[config.mk]
export PLATFORM = sky130hd
export DESIGN_NAME = sync_fifo_param
export DESIGN_NICKNAME = d
export VERILOG_FILES = /design/src/rtl/sync_fifo_param.sv
export SDC_FILE = /design/constraint.sdc
export NUM_CORES = 1
export LEC_CHECK = 0
export CAP_MARGIN = 25
export CORE_MARGIN = 1
export CORE_UTILIZATION = 50
export CTS_CLUSTER_DIAMETER = 150
export DETAILED_ROUTE_END_ITERATION = 6
export PLACE_DENSITY = 0.64
export SYNTH_ARGS = -nofsm -noshare
export SYNTH_HDL_FRONTEND = slang
export SYNTH_SLANG_ARGS = --single-unit
[constraint.sdc]
create_clock -name clk -period 3.63 [get_ports clk]
set_input_delay 0.726 -clock clk [delete_from_list [all_inputs] [get_ports clk]]
set_output_delay 0.726 -clock clk [all_outputs]
set_load 0.02 [all_outputs]
[src/rtl/sync_fifo_param.sv]
`timescale 1ns/1ps
// Single-clock parametrised FIFO with fill count, almost-full/almost-empty thresholds,
// sticky overflow/underflow flags and a selectable registered or fall-through read port.
module sync_fifo_param #(
  parameter int WIDTH     = 8,
  parameter int DEPTH     = 16,
  parameter int AFULL_TH  = 12,
  parameter int AEMPTY_TH = 4,
  parameter int FWFT      = 0
) (
  input  logic                       clk,
  input  logic                       rst,
  input  logic                       wr_en,
  input  logic [WIDTH-1:0]           wdata,
  input  logic                       rd_en,
  input  logic                       clr_err,
  output logic [WIDTH-1:0]           rdata,
  output logic                       rd_valid,
  output logic                       full,
  output logic                       empty,
  output logic                       almost_full,
  output logic                       almost_empty,
  output logic [$clog2(DEPTH):0]     count,
  output logic                       overflow,
  output logic                       underflow
);

  localparam int AW = $clog2(DEPTH);
  localparam int CW = AW + 1;

  logic [WIDTH-1:0] mem [DEPTH];
  logic [AW-1:0]    wr_ptr_q, wr_ptr_d;
  logic [AW-1:0]    rd_ptr_q, rd_ptr_d;
  logic [CW-1:0]    count_q, count_d;
  logic             overflow_q, overflow_d;
  logic             underflow_q, underflow_d;
  logic             wr_acc, rd_acc;

  assign full         = (count_q == CW'(DEPTH));
  assign empty        = (count_q == '0);
  assign almost_full  = (count_q >= CW'(AFULL_TH));
  assign almost_empty = (count_q <= CW'(AEMPTY_TH));
  assign count        = count_q;
  assign overflow     = overflow_q;
  assign underflow    = underflow_q;

  // Accept decisions use the flags as they stood before the edge, so a
  // write into a full FIFO is refused even if a read frees a slot this cycle.
  assign wr_acc = wr_en && !full;
  assign rd_acc = rd_en && !empty;

  always_comb begin
    wr_ptr_d    = wr_ptr_q;
    rd_ptr_d    = rd_ptr_q;
    count_d     = count_q;
    overflow_d  = overflow_q;
    underflow_d = underflow_q;
    if (wr_acc) wr_ptr_d = wr_ptr_q + AW'(1);
    if (rd_acc) rd_ptr_d = rd_ptr_q + AW'(1);
    if (wr_acc && !rd_acc)      count_d = count_q + CW'(1);
    else if (rd_acc && !wr_acc) count_d = count_q - CW'(1);
    if (clr_err) begin
      overflow_d  = 1'b0;
      underflow_d = 1'b0;
    end
    // A new error at the same edge as a clear must survive the clear.
    if (wr_en && full)  overflow_d  = 1'b1;
    if (rd_en && empty) underflow_d = 1'b1;
  end

  always_ff @(posedge clk or posedge rst) begin
    if (rst) begin
      wr_ptr_q    <= '0;
      rd_ptr_q    <= '0;
      count_q     <= '0;
      overflow_q  <= 1'b0;
      underflow_q <= 1'b0;
    end else begin
      wr_ptr_q    <= wr_ptr_d;
      rd_ptr_q    <= rd_ptr_d;
      count_q     <= count_d;
      overflow_q  <= overflow_d;
      underflow_q <= underflow_d;
    end
  end

  // Storage is deliberately left out of reset.
  always_ff @(posedge clk) begin
    if (wr_acc) mem[wr_ptr_q] <= wdata;
  end

  generate
    if (FWFT == 0) begin : g_reg_read
      logic [WIDTH-1:0] rdata_q;
      logic             rd_valid_q;

      always_ff @(posedge clk or posedge rst) begin
        if (rst) begin
          rdata_q    <= '0;
          rd_valid_q <= 1'b0;
        end else begin
          rd_valid_q <= rd_acc;
          if (rd_acc) rdata_q <= mem[rd_ptr_q];
        end
      end

      assign rdata    = rdata_q;
      assign rd_valid = rd_valid_q;
    end else begin : g_fwft_read
      // Zero the head while empty so stale or unwritten storage never shows.
      assign rdata    = empty ? '0 : mem[rd_ptr_q];
      assign rd_valid = !empty;
    end
  endgenerate

endmodule

==> impl_metrics.yaml <==
outcome:
  outcome: "finished clean"
cts:
  clock_latency_ns: 0.42
  htree_levels: 4
  cts-root-buf: "clkbuf_16"
  cts_resized: 0
  cts.sinks: 152
  cts_setup_buffers: 0
  ctsHoldBuffers: 0
  cts_buffer_depth: 2
  cts_tree: "yes"
  numCtsBuffers: 17
  clk_pin_slew_ns: 0.06
sta:
  setup_tns_ns: 0
  fmax_mhz: 348
  max-slew-margin-rel: 0.476
  slew_viol_final: 0
  tightest_slew_ns: 0.783
  finalCritPeriodShare: 0.792
  finalCriticalPeriod_ns: 2.87
  setup_viol: 0
  rsz0062_at_grt: "false"
  skew_ns: 0.00821
  hold_violations: 0
global_routing:
  antenna_found_initial: 0
  gr-total-overflow: 0
  grt_max_degree: 35
  grt_usage: 0.195
  first_global_vias: 3175
  grt_pass1_wl_um: 17600
logic_synthesis:
  synth_compound_area_frac: 0.0224
  yosysWarnings: 0
  synth_edf_count: 128
  ys_seq_elements: 152
  synth_nets: 346
  synth_area_leaders: "edfxtp_1, mux4_2, dfrtp_1"
  synth_mux_area_frac: 0.145
  synth.distinct_cells: 37
  yosysTopAreaCell: "edfxtp_1"
  synth_top_cell_area_share: 0.626
  synth_commonest_cells: "edfxtp_1, mux4_2, dfrtp_1"
  synthSimpleGateAreaFrac: 0.0477
  synthesis.area_um2: 6140
  synth-seq-area-share: 0.724
  syn_inst: 322
  synth_top_family_by_area: "multiplexers"
  synth_most_common_cell: "edfxtp_1"
  ys.flop_type: "edfxtp_1"
  synth_area_per_cell_um2: 19.1
  synth-xor-area-share: 0.0143
  async_flop_share: 0.158
  synth_fa_ha_area_frac: 0.0237
die:
  floorplan.die_area_um2: 12700
  io_pins: 33
  chipWidth_um: 113
  rows: 40
  core_um2: 12000
  initial_utilization: 0.511
  die_height_um: 113
setup_path:
  end_kind: "output pin"
  worst_path_largest_cell_delay_ns: 0.63
  startpoint_type: "flip-flop"
  cp.depth: 3
  cp.arrival_ns: 2.15
  cp.required_ns: 2.90
  cp_num_buf_inv: 1
  reg2regPathDepth: 11
  worstSetupPathType: "flip-flop to output pin"
  crit_family: "simple AND/OR/NAND/NOR gates"
  crit_path_max_fanout: 6
  path_cells: "or3_4 > nor3b_4 > clkdlybuf4s50_1"
  cp_slowest_cell: "clkdlybuf4s50_1"
detailed_routing:
  routedWlPerCell_um: 20.7
  ant_nets: 0
  dr.pass1.iters: 4
  initialDrtViolationCount: 152
  drc: 0
  via_per_inst: 5.61
  num_vias: 3020
  wirelength_um: 11100
power:
  power_frac_clock: 0.309
  peakVddDrop_mv: 0.395
  swShare: 0.295
  p_switching_w: 0.00179
  combPwrFrac: 0.296
  p_total_w: 0.00607
  p_per_area_nw_per_um2: 823
  p_leak_nw: 2.59
  internal_power_w: 0.00428
  power_frac_seq: 0.395
placed_design:
  io_buffers: 32
  place_hpwl_um: 7330
  gp_congestion: 0.829
  dpl.cell_count: 504
final_layout:
  stdcell_count: 538
  n_antenna_cell: 0
  fin_util: 0.614
  final_layout_size_suffix_gt1_frac: 0.235
  areaGrowthSynthToFinish_pct: 20.2
  fin_nets: 402
worst_hold_path:
  hold_path_class: "primary input to async pin"
flow_run:
  cap_violations: 0
==> layer usage <==
metal / up-vias / GRT usage / share of wire
met3: 24 / 0.0498 / 0.045
met2: 91 / 0.305 / 0.49
met4: 0 / 0.0916 / 0.025
li1: 1372 / - / -
met5: - / 0 / 0
met1: 1533 / 0.261 / 0.44
==> logic make-up (layout without fill, tap and decap cells) <==
kind of cell / Yosys count / after routing
adders and majority gates: 11 / 11
xor gates and xnor gates: 10 / 10
and+or+nand+nor: 55 / 55
AOI/OAI and AO/OA: 19 / 19
buffers and inverters: 26 / 95
DFF: 152 / 152
muxes: 49 / 49
==> placed cells by master, fill, tap and decap left out <==
cell,instances
edfxtp_1,128
mux4_2,32
clkdlybuf4s50_1,32
dfrtp_1,24
nand2_1,21
buf_4,19
mux2i_1,17
clkbuf_16,17
nor2_1,15
ha_1,10
xnor2_1,9
inv_1,9
o221ai_1,7
o21ai_0,5
nor3_1,5
bufinv_16,5
clkinv_2,4
clkinvlp_4,4
a21oi_1,2
nor2b_1,2
nand2b_1,2
a21o_1,2
clkinv_1,2
buf_16,2
nand3_1,1
or3_4,1
nor3_4,1
or2b_4,1
inv_4,1
nor3b_4,1
nand2_4,1
a2111oi_1,1
a311oi_1,1
nand2b_2,1
nand2_2,1
o21a_1,1
nand4_1,1
nand4_2,1
xor2_1,1
fa_1,1
==> through the flow <==
step / hold WS [ns] / worst slack [ns] / cell area, um2
after floorplan: 0.549 / 0.772 / 6140
after global placement: 0.479 / 0.650 / 6690
after detailed placement: 0.476 / 0.587 / 6690
after CTS: 0.523 / 0.735 / 7320
after global routing: 0.507 / 0.579 / 7370
final: 0.502 / 0.755 / 7370
==> cell type report <==
type                    instances  area (um2)
well taps                     147         184
inverters                      10        40.0
fillers                       865        4640
repair buffers                 53         518
multi-input cells             144        1550
clock inverters                15         208
clock buffers                  17         425
flip-flops and latches        152        4440
==> worst register-to-register path, cell delays in order (launching register included) <==
cell,delay [ns]
dfrtp_1,0.44
or3_4,0.43
nor3b_4,0.23
nor2b_1,0.07
buf_4,0.18
ha_1,0.25
inv_1,0.15
ha_1,0.27
a21o_1,0.18
a21oi_1,0.16
mux2i_1,0.24
xnor2_1,0.15
==> power by group through the flow <==
stage / Sequential [W] / Combinational, W / Clock [W]
5_1_grt: 0.00243 / 0.00196 / 0.00197
3_3_place_gp: 0.00247 / 0.00171 / 0
4_1_cts: 0.00244 / 0.00174 / 0.00190
2_1_floorplan: 0.00241 / 0.00123 / 0
3_5_place_dp: 0.00247 / 0.00174 / 0
6_report: 0.00240 / 0.00180 / 0.00188
==> worst paths after layout <==
kind                               start       end  slack (ns)
worst max register to register  count[0]  count[4]        0.81
worst min register to register  rdata[2]  rdata[2]        0.52
min in group clk                rdata[2]  rdata[2]        0.52
max in group asynchronous            rst  rdata[0]        2.76
worst max-delay path            count[0]      full        0.76
worst min-delay path                 rst  rd_valid        0.50
==> state kept, by name (all words and copies together) (netlist names) <==
signal     flops
mem          128
rdata          8
count          5
rd_ptr_q       4
wr_ptr_q       4
overflow       1
rd_valid       1
underflow      1
Note: power is estimated with default switching activity, not from simulation.
